File: config.mk
export PLATFORM = sky130hd
export DESIGN_NAME = dcache_wb2way
export DESIGN_NICKNAME = d
export VERILOG_FILES = /design/src/rtl/cpu_types_pkg.sv /design/src/rtl/dcache_frame_array.sv /design/src/rtl/dcache_wb2way.sv
export SDC_FILE = /design/constraint.sdc
export NUM_CORES = 2
export LEC_CHECK = 0
export CORE_UTILIZATION = 26
export CTS_CLUSTER_DIAMETER = 150
export DETAILED_ROUTE_END_ITERATION = 10
export DONT_BUFFER_PORTS = 1
export SKIP_LAST_GASP = 1
export SLEW_MARGIN = 10
export SYNTH_ARGS = -nofsm -noshare
export SYNTH_HDL_FRONTEND = slang
export SYNTH_SLANG_ARGS = --single-unit
File: constraint.sdc
create_clock -name CLK -period 7.4 [get_ports CLK]
set_clock_uncertainty 0.2 [all_clocks]
set_input_delay 1.11 -clock CLK [delete_from_list [all_inputs] [get_ports CLK]]
set_output_delay 1.11 -clock CLK [all_outputs]
set_load 0.03 [all_outputs]
File: src/rtl/cpu_types_pkg.sv
// ============================================================================
// cpu_types_pkg : shared address/frame/state types for the write-back D-cache
// Rev 1.0
// ============================================================================
`default_nettype none

package cpu_types_pkg;

   typedef struct packed {
      logic [25:0] tag;
      logic [2:0]  idx;
      logic        blkoff;
      logic [1:0]  bytoff;
   } dcachef_t;

   typedef struct packed {
      logic             valid;
      logic             dirty;
      logic [25:0]      tag;
      logic [1:0][31:0] data;
   } dcache_frame_t;

   typedef enum logic [3:0] {
      IDLE,
      WB0,
      WB1,
      FETCH0,
      FETCH1,
      FLUSH,
      FWB0,
      FWB1,
      CNT,
      HALTED
   } dcache_state_t;

endpackage

`default_nettype wire

File: src/rtl/dcache_frame_array.sv
// ============================================================================
// dcache_frame_array : frame storage and per-set LRU bits, one read index,
// one write port. Rev 1.0
// ============================================================================
`default_nettype none

module dcache_frame_array
   import cpu_types_pkg::*;
#(
   parameter int SETS = 8,
   parameter int WAYS = 2
) (
   input  logic                     CLK,
   input  logic                     nRST,
   input  logic [2:0]               rd_idx,
   output dcache_frame_t [WAYS-1:0] rd_ways,
   output logic                     rd_lru,
   input  logic [2:0]               wr_idx,
   input  logic                     wr_en,
   input  logic                     wr_way,
   input  dcache_frame_t            wr_frame,
   input  logic                     lru_en,
   input  logic                     lru_val
);

   dcache_frame_t [WAYS-1:0] frames [SETS];
   logic [SETS-1:0]          lru;

   assign rd_ways = frames[rd_idx];
   assign rd_lru  = lru[rd_idx];

   always_ff @(posedge CLK, negedge nRST) begin
      if (!nRST) begin
         for (int s = 0; s < SETS; s++) begin
            frames[s] <= '0;
         end
         lru <= '0;
      end else begin
         if (wr_en) begin
            frames[wr_idx][wr_way] <= wr_frame;
         end
         if (lru_en) begin
            lru[wr_idx] <= lru_val;
         end
      end
   end

endmodule

`default_nettype wire

File: src/rtl/dcache_wb2way.sv
// ============================================================================
// dcache_wb2way : write-back 2-way L1 data cache with halt-time flush.
// Optional hit/miss counter write-out enabled by DCACHE_HITCOUNT_EN. Rev 1.0
// ============================================================================
`default_nettype none

module dcache_wb2way
   import cpu_types_pkg::*;
#(
   parameter int          SETS     = 8,
   parameter int          WAYS     = 2,
   parameter logic [31:0] CNT_ADDR = 32'h3100
) (
   input  logic        CLK,
   input  logic        nRST,
   input  logic        dmemREN,
   input  logic        dmemWEN,
   input  logic [31:0] dmemaddr,
   input  logic [31:0] dmemstore,
   input  logic        halt,
   output logic        dhit,
   output logic [31:0] dmemload,
   output logic        flushed,
   output logic        dREN,
   output logic        dWEN,
   output logic [31:0] daddr,
   output logic [31:0] dstore,
   input  logic        dwait,
   input  logic [31:0] dload
);

`ifdef DCACHE_HITCOUNT_EN
   localparam dcache_state_t FLUSH_DONE = CNT;
`else
   localparam dcache_state_t FLUSH_DONE = HALTED;
`endif

   dcachef_t                 req;
   dcache_state_t            state;
   logic [3:0]               fcnt;
   logic                     victim;
   dcache_frame_t [WAYS-1:0] ways;
   dcache_frame_t            vict;
   dcache_frame_t            fsel;
   dcache_frame_t            wr_frame;
   logic                     lru;
   logic [2:0]               rd_idx;
   logic                     wr_en, wr_way, lru_en, lru_val;
   logic                     hit0, hit1, hit, hit_way, req_any;
   logic                     idle_hit, miss_start, flushing, last_frame;
   logic [31:0]              count_word;
   logic                     unused_bits;

   assign req         = dcachef_t'(dmemaddr);
   assign unused_bits = &{1'b0, req.bytoff};

   assign flushing   = (state == FLUSH) || (state == FWB0) || (state == FWB1);
   assign rd_idx     = flushing ? fcnt[3:1] : req.idx;
   assign last_frame = (fcnt == 4'd15);

   assign vict = ways[victim];
   assign fsel = ways[fcnt[0]];

   assign hit0       = ways[0].valid && (ways[0].tag == req.tag);
   assign hit1       = ways[1].valid && (ways[1].tag == req.tag);
   assign hit        = hit0 || hit1;
   assign hit_way    = !hit0;
   assign req_any    = dmemREN || dmemWEN;
   assign idle_hit   = (state == IDLE) && !halt && req_any && hit;
   assign miss_start = (state == IDLE) && !halt && req_any && !hit;

   assign dhit     = idle_hit;
   assign dmemload = (idle_hit && dmemREN) ? ways[hit_way].data[req.blkoff] : 32'h0;
   assign flushed  = (state == HALTED);

   dcache_frame_array #(
      .SETS (SETS),
      .WAYS (WAYS)
   ) u_frames (
      .CLK      (CLK),
      .nRST     (nRST),
      .rd_idx   (rd_idx),
      .rd_ways  (ways),
      .rd_lru   (lru),
      .wr_idx   (rd_idx),
      .wr_en    (wr_en),
      .wr_way   (wr_way),
      .wr_frame (wr_frame),
      .lru_en   (lru_en),
      .lru_val  (lru_val)
   );

   // Frame/LRU updates; every write targets the set currently being read.
   always_comb begin
      wr_en    = 1'b0;
      wr_way   = 1'b0;
      wr_frame = ways[0];
      lru_en   = 1'b0;
      lru_val  = 1'b0;
      case (state)
         IDLE: begin
            if (idle_hit) begin
               lru_en  = 1'b1;
               lru_val = !hit_way;
               if (dmemWEN) begin
                  wr_en                        = 1'b1;
                  wr_way                       = hit_way;
                  wr_frame                     = ways[hit_way];
                  wr_frame.data[req.blkoff]    = dmemstore;
                  wr_frame.dirty               = 1'b1;
               end
            end
         end
         FETCH0: begin
            wr_en            = !dwait;
            wr_way           = victim;
            wr_frame         = vict;
            wr_frame.data[0] = dload;
         end
         FETCH1: begin
            wr_en            = !dwait;
            wr_way           = victim;
            wr_frame         = vict;
            wr_frame.data[1] = dload;
            wr_frame.valid   = 1'b1;
            wr_frame.dirty   = 1'b0;
            wr_frame.tag     = req.tag;
         end
         FLUSH: begin
            wr_en          = !(fsel.valid && fsel.dirty);
            wr_way         = fcnt[0];
            wr_frame       = fsel;
            wr_frame.valid = 1'b0;
         end
         FWB1: begin
            wr_en          = !dwait;
            wr_way         = fcnt[0];
            wr_frame       = fsel;
            wr_frame.valid = 1'b0;
            wr_frame.dirty = 1'b0;
         end
         default: ;
      endcase
   end

   always_comb begin
      dREN   = 1'b0;
      dWEN   = 1'b0;
      daddr  = 32'h0;
      dstore = 32'h0;
      case (state)
         WB0, WB1: begin
            dWEN   = 1'b1;
            daddr  = {vict.tag, req.idx, (state == WB1), 2'b00};
            dstore = vict.data[state == WB1];
         end
         FETCH0, FETCH1: begin
            dREN  = 1'b1;
            daddr = {req.tag, req.idx, (state == FETCH1), 2'b00};
         end
         FWB0, FWB1: begin
            dWEN   = 1'b1;
            daddr  = {fsel.tag, fcnt[3:1], (state == FWB1), 2'b00};
            dstore = fsel.data[state == FWB1];
         end
         CNT: begin
            dWEN   = 1'b1;
            daddr  = CNT_ADDR;
            dstore = count_word;
         end
         default: ;
      endcase
   end

   always_ff @(posedge CLK, negedge nRST) begin
      if (!nRST) begin
         state  <= IDLE;
         fcnt   <= 4'd0;
         victim <= 1'b0;
      end else begin
         case (state)
            IDLE: begin
               if (halt) begin
                  state <= FLUSH;
                  fcnt  <= 4'd0;
               end else if (miss_start) begin
                  victim <= lru;
                  state  <= (ways[lru].valid && ways[lru].dirty) ? WB0 : FETCH0;
               end
            end
            WB0:    if (!dwait) state <= WB1;
            WB1:    if (!dwait) state <= FETCH0;
            FETCH0: if (!dwait) state <= FETCH1;
            FETCH1: if (!dwait) state <= IDLE;
            FLUSH: begin
               if (fsel.valid && fsel.dirty) begin
                  state <= FWB0;
               end else if (last_frame) begin
                  state <= FLUSH_DONE;
               end else begin
                  fcnt <= fcnt + 4'd1;
               end
            end
            FWB0: if (!dwait) state <= FWB1;
            FWB1: begin
               if (!dwait) begin
                  if (last_frame) begin
                     state <= FLUSH_DONE;
                  end else begin
                     fcnt  <= fcnt + 4'd1;
                     state <= FLUSH;
                  end
               end
            end
            CNT:     if (!dwait) state <= HALTED;
            HALTED:  state <= HALTED;
            default: state <= IDLE;
         endcase
      end
   end

`ifdef DCACHE_HITCOUNT_EN
   logic [31:0] hit_cnt;
   logic [31:0] miss_cnt;
   logic        miss_pend;

   // The hit that completes a miss is not a new access and is not counted.
   always_ff @(posedge CLK, negedge nRST) begin
      if (!nRST) begin
         hit_cnt   <= 32'h0;
         miss_cnt  <= 32'h0;
         miss_pend <= 1'b0;
      end else if (miss_start) begin
         miss_cnt  <= miss_cnt + 32'h1;
         miss_pend <= 1'b1;
      end else if (idle_hit) begin
         if (miss_pend) begin
            miss_pend <= 1'b0;
         end else begin
            hit_cnt <= hit_cnt + 32'h1;
         end
      end
   end

   assign count_word = hit_cnt - miss_cnt;
`else
   assign count_word = 32'h0;
`endif

endmodule

`default_nettype wire

After elaboration in Yosys (flattened, before gate mapping)

Cells that the tools add are included.

Bitwise logic cells: 2
Mux-type cells: 68
$add $sub $neg: 1
Magnitude comparators: 14
Eq/ne operators: 23
Reductions and logical operators: 33

Operators by type and width:

| cell                                                | number |
|---|---|
| bitwise mux 1472 bit                                | 1 |
| 2-to-1 mux 92 bit                                   | 11 |
| binary-select mux 184 bit (select 3 bit)            | 1 |
| demux 184 bit (select 3 bit)                        | 1 |
| 2-to-1 mux 184 bit                                  | 3 |
| case mux 92 bit (5 select lines)                    | 1 |
| 2-to-1 mux 32 bit                                   | 8 |
| case mux 32 bit (4 select lines)                    | 1 |
| demux 92 bit (select 1 bit)                         | 1 |
| bitwise mux 64 bit                                  | 1 |
| 2-to-1 mux 4 bit                                    | 16 |
| case mux 32 bit (2 select lines)                    | 1 |
| == test 26 bit                                      | 2 |
| case mux 4 bit (10 select lines)                    | 1 |
| demux 32 bit (select 1 bit)                         | 1 |
| != test 2 bit (second input constant)               | 9 |
| == test 4 x 3 -> 1 bit (second input constant)      | 4 |
| < comparator 1 x 2 -> 1 bit (second input constant) | 8 |
| logical AND 1 bit                                   | 13 |
| == test 4 bit (second input constant)               | 3 |
| 2-to-1 mux 1 bit                                    | 12 |
| case mux 4 bit (3 select lines)                     | 1 |
| AND reduction 9 bit                                 | 1 |
| bitwise mux 8 bit                                   | 1 |
| 26 further kinds                                    | 39 |

Register bits after elaboration: 1489
Output and inout bits: 100
Bits of input ports: 102
Logic and storage cells: 225

Longest topological paths before layout

Depth in word-level cells: 21
Depth in mapped cells: 23

Cells and area by module

A second synthesis with hierarchy kept.

Cells, all modules: 4980
Area, all modules: 76068.0 µm²

By module, submodules not included:

| module             | area an instance (µm²) | cells each | times used |
|---|---|---|---|
| dcache_frame_array | 67089.3                | 3908       | 1 |
| dcache_wb2way      | 8978.6                 | 1072       | 1 |

Worst setup path before layout

No wires, ideal clock.

Kind: input to output
Start point: input port dmemaddr[4]
End point: output port dmemload[5]
Stages: 17
Buffers on the path: 7
Setup slack: 0.820 ns
Data arrival time: 5.270 ns
Cells stage by stage: buf_2 -> buf_4 -> buf_4 -> nand2_1 -> a21oi_1 -> a21oi_1 -> o32a_1 -> nand3b_1 -> nand4_1 -> or4_4 -> nor4_4 -> buf_6 -> buf_12 -> buf_12 -> buf_2 -> mux4_2 -> nor2_1

Cells in the longest elaborated chain, start to end: 12

RTL lines:

| element                                                  | RTL line                 | RTL |
|---|---|---|
| start: declaration                                       | dcache_wb2way.sv:18      | `input logic [31:0] dmemaddr,` |
| 2-to-1 mux 3 bit *                                       | dcache_wb2way.sv:58      | `assign rd_idx = flushing ? fcnt[3:1] : req.idx;` |
| inverter 3 -> 4 bit (not written as such) *              | dcache_frame_array.sv:29 | `assign rd_ways = frames[rd_idx];` |
| binary-select mux 184 bit (select 3 bit) *               | dcache_frame_array.sv:29 |  |
| 2-to-1 mux 184 bit (not written as such) * (2 in series) | dcache_frame_array.sv:29 |  |
| == test 26 bit                                           | dcache_wb2way.sv:64      | `assign hit0 = ways[0].valid && (ways[0].tag == req.tag);` |
| logical AND 1 bit                                        | dcache_wb2way.sv:64      |  |
| 2-to-1 mux 92 bit (2 in series)                          | n/a                      |  |
| 2-to-1 mux 32 bit (not written as such) (2 in series)    | dcache_wb2way.sv:73      | `assign dmemload = (idle_hit && dmemREN) ? ways[hit_way].data[req.blkoff] : 32'h0;` |
| 2-to-1 mux 32 bit *                                      | dcache_wb2way.sv:73      |  |
| end: declaration                                         | dcache_wb2way.sv:22      | `output logic [31:0] dmemload,` |

Mark *: on every way between the ends. The rest lies on a longest branch, timed or not. The select of a mux whose other input is x is not followed.

Worst setup path in the final report

Start point: register state[0]
End point: output port dmemload[2]

Cells in the longest elaborated chain, start to end: 15

RTL lines:

| element                                                | RTL line                 | RTL |
|---|---|---|
| start: declaration                                     | dcache_wb2way.sv:39      | `dcache_state_t state;` |
| start signal: assignment                               | dcache_wb2way.sv:188     | `state <= (ways[lru].valid && ways[lru].dirty) ? WB0 : FETCH0;` |
| == test 4 x 3 -> 1 bit                                 | dcache_wb2way.sv:57      | `assign flushing = (state == FLUSH) \|\| (state == FWB0) \|\| (state == FWB1);` |
| logical OR 1 bit (2 in series)                         | dcache_wb2way.sv:57      |  |
| 2-to-1 mux 3 bit                                       | dcache_wb2way.sv:58      |  |
| inverter 3 -> 4 bit (not written as such)              | dcache_frame_array.sv:29 |  |
| binary-select mux 184 bit (select 3 bit)               | dcache_frame_array.sv:29 |  |
| 2-to-1 mux 184 bit (not written as such) (2 in series) | dcache_frame_array.sv:29 |  |
| == test 26 bit                                         | dcache_wb2way.sv:64      |  |
| logical AND 1 bit                                      | dcache_wb2way.sv:64      |  |
| 2-to-1 mux 92 bit (2 in series)                        | n/a                      |  |
| 2-to-1 mux 32 bit (not written as such) (2 in series)  | dcache_wb2way.sv:73      |  |
| 2-to-1 mux 32 bit *                                    | dcache_wb2way.sv:73      |  |

Marks and branches as above.

==> results.sh <==
export IMPL_status="complete, no violations"
export IMPL_io_buffers=0
export IMPL_clock_fmax_mhz=136.2
export IMPL_gp_congestion=0.9442
export IMPL_ios=202
export IMPL_clk_latency_ns=0.84
export IMPL_fin_util_pct=30.13
export IMPL_cp_max_fo=24
export IMPL_dp_cells=11785
export IMPL_instances_no_fill=12116
export IMPL_grt_pass1_vias=68002
export IMPL_avgSynthCellArea_um2=9.888
export IMPL_nNetsFinal=7995
export IMPL_drt_drc_violations_left=0
export IMPL_die_area_um2=308900
export IMPL_netlist_instances=8063
export IMPL_synthFlopType="dfrtp_1"
export IMPL_max_cap_viol_count=0
export IMPL_synth_area_um2=79730
export IMPL_p_leak_nw=39.10
export IMPL_r2r_cells=15
export IMPL_worst_slew_pin_slew_ns=1.435
export IMPL_relSlewSlack_pct=6.047
export IMPL_synth_edf_count=0
export IMPL_synth_largest_area_cell="dfrtp_1"
export IMPL_grt_max_degree=274
export IMPL_grt_overflow=0
export IMPL_place_ws_ns=0.09174
export IMPL_cts_tree="yes"
export IMPL_drt_iter0_drc=9861
export IMPL_totalWireLength_mm=351.9
export IMPL_ff2ff_setup_slack_ns=0.77
export IMPL_critPathKind="reg2out"
export IMPL_dr_total_vias=70366
export IMPL_root_buffer="clkbuf_16"
export IMPL_endpoint_kind="output port"
export IMPL_grt_pass1_wl_mm=498.2
export IMPL_die_w_um=555.8
export IMPL_core_um2=303800
export IMPL_worstSetupStartpointType="flop"
export IMPL_r2r_end="u_frames.frames[983]"
export IMPL_crit_arrival_ns=6.03
export IMPL_finalCritPeriodShare_pct=99.20
export IMPL_drt_pass1_iter_count=6
export IMPL_clk_path_buf_depth=3
export IMPL_htreeDepth=4
export IMPL_dpl_hpwl_mm=216.2
export IMPL_clkTransAtPathRegs_ns=0.06
export IMPL_drive_gt1_share_pct=21.31
export IMPL_area_growth_syn_to_layout_pct=14.82
export IMPL_setup_slack_ns=0.05913
export IMPL_routedWlPerCell_um=29.04
export IMPL_clock_sinks=1489
export IMPL_setup_violations=0
export IMPL_die_height_um=555.8
export IMPL_viasPerCell=5.808
export IMPL_ir_worst_vdd_mv=0.3279
export IMPL_hold_class="in2async"
export IMPL_hold_violations=0
export IMPL_worstPathRequired_ns=6.09
export IMPL_synthTopCellsByArea="dfrtp_1 47%, mux2_2 11%, nand2_1 6.7%, o21ai_0 5.4%, mux2i_1 4.2%"
export IMPL_slew_violations=0
export IMPL_ys_ff_latch=1489
export IMPL_placementRows=202
export IMPL_grt_use_total_pct=22.08
export IMPL_period_needed_ns=7.341
export IMPL_synthArstFlopShare_pct=100.0
export IMPL_synth_top_area_share_pct=46.73
export IMPL_reg2reg_from="state[1]"
export IMPL_synth_cell_type_count=124
export IMPL_synth_seq_area_share_pct=46.73
export IMPL_initial_core_util_pct=26.24
export IMPL_cellPowerDensity_nw_per_um2=475.9
export IMPL_yosysWarnings=0
export IMPL_cts_buffers=158
export IMPL_antenna_found_initial=33
export IMPL_antenna_left=0
==> worst max-delay path by stage <==
| stage | startpoint | to | slack, ns | cells past startpoint |
|---|---|---|---|---|
| floorplan | dmemaddr[4] | dmemload[5] | 0.82 | 17 |
| global placement | state[2] | dmemload[11] | 0.14 | 17 |
| detailed placement | state[2] | dmemload[11] | 0.09 | 17 |
| CTS | state[3] | dmemload[11] | -0.08 | 18 |
| global route | state[1] | dmemload[4] | -0.002 | 16 |
| finish | state[0] | dmemload[2] | 0.06 | 17 |
==> cell usage in the layout (no fill, tap or decap), types with 40 or more instances in the layout <==
cell	count
a211oi_1	80
a21o_1	56
a21oi_1	299
a221o_1	48
a221oi_1	85
a22o_1	53
a22oi_1	97
a31oi_1	40
buf_12	52
buf_4	351
clkbuf_16	161
dfrtp_1	1483
mux2_2	744
mux2i_1	332
mux4_2	54
nand2_1	1416
nand2b_1	46
nand3_1	152
nor2_1	213
nor3_1	57
o211ai_1	52
o21ai_0	864
o21ai_1	106
o221ai_1	66
o22ai_1	188
==> cells in the mapped netlist (all sizes together), types with 25 or more instances <==
cell type,number
a221oi,89
dfrtp,1489
mux2i,333
nand2,1433
nand2b,47
a221o,48
a222oi,30
a22o,53
nand3,168
o21ai,996
o22ai,190
buf,372
a31oi,50
mux4,54
a32oi,28
a22oi,98
nor2,240
and3,31
nor3,69
nand4,38
inv,38
and2,28
a211oi,87
a21oi,313
a21o,56
nor4,25
o211ai,55
o221ai,69
mux2,780
clkbuf,385
==> timing repair <==
| item | in CTS | in global routing |
|---|---|---|
| endpoints found under the hold margin | 17 | 0 |
| gates resized for setup | 27 | 27 |
| hold buffers | 1 | 0 |
| setup endpoints to repair | 40 | 35 |
| pin swaps | 4 | 6 |
| cloned | 3 | 1 |
| setup buffers | 10 | 9 |
==> kinds of logic after synthesis <==
family | count (synthesis) | share of synthesized area (%)
XOR/XNOR | 22 | 0.2417
buffers and inverters | 796 | 4.699
adder cells (fa/ha/maj) | 1 | 0.01569
AND/OR/NAND/NOR | 2191 | 11.97
other | 1 | 0.004704
multiplexers | 1167 | 16.73
flip-flops | 1489 | 46.73
AO/OA/AOI/OAI | 2396 | 19.61
==> stage by stage <==
| step | hold WS [ns] | cell area (um^2) | total power [mW] | setup TNS (ns) |
|---|---|---|---|---|
| floorplan | 0.2418 | 79730 | 26.01 | 0 |
| global placement | 0.2543 | 85550 | 33.46 | 0 |
| detailed placement | 0.2629 | 85550 | 34.25 | 0 |
| CTS | 0.03642 | 91170 | 42.74 | -0.08135 |
| global route | 0.05442 | 91530 | 45.35 | -0.002378 |
| finish | 0.02137 | 91550 | 43.56 | 0 |
==> power breakdown <==
part	switching (mW)	internal [mW]	leakage (nW)
sequential	1.77	11.1	19.5
combinational	15.2	7.14	17.0
clock	3.61	4.76	2.62
total	20.6	23.0	39.1
==> routing by layer <==
layer / track usage [%] / part of all wire [%] / vias up
met5: 0 / 0.040 / -
met4: 13.90 / 7.0 / 20
met3: 6.558 / 12 / 1126
met2: 33.10 / 43 / 4686
met1: 27.68 / 38 / 35458
li1: - / - / 29076
==> critical path, cell delays in order (launching register included) <==
cell and delay [ns]:
dfrtp_1 0.57, or2_4 0.44, a21o_1 0.61, a21oi_1 0.23, nor4_1 0.30, buf_4 0.21, xnor2_1 0.25, nand3_1 0.21
or4_1 0.62, nor4_4 0.21, buf_12 0.24, buf_12 0.23, mux2_2 0.38, nor2_1 0.09, a31oi_1 0.11, nor2_1 0.18
buf_4 0.15, buf_4 0.16
==> state kept, by name, summed over array words and instances, names as in the netlist <==
signal           count
fcnt                 4
state                4
u_frames.frames   1472
u_frames.lru         8
victim               1
==> layout make-up <==
cell class / count / area [um^2]
Sequential cell: 1489 / 37280
Clock buffer: 223 / 4582
Clock inverter: 50 / 772.0
Timing Repair Buffer: 421 / 4076
Fill cell: 31318 / 212300
Antenna cell: 31 / 77.57
Multi-Input combinational cell: 5783 / 39500
Tap cell: 4080 / 5105
Inverter: 39 / 152.6
No activity file was read; power rests on OpenSTA's default activity.
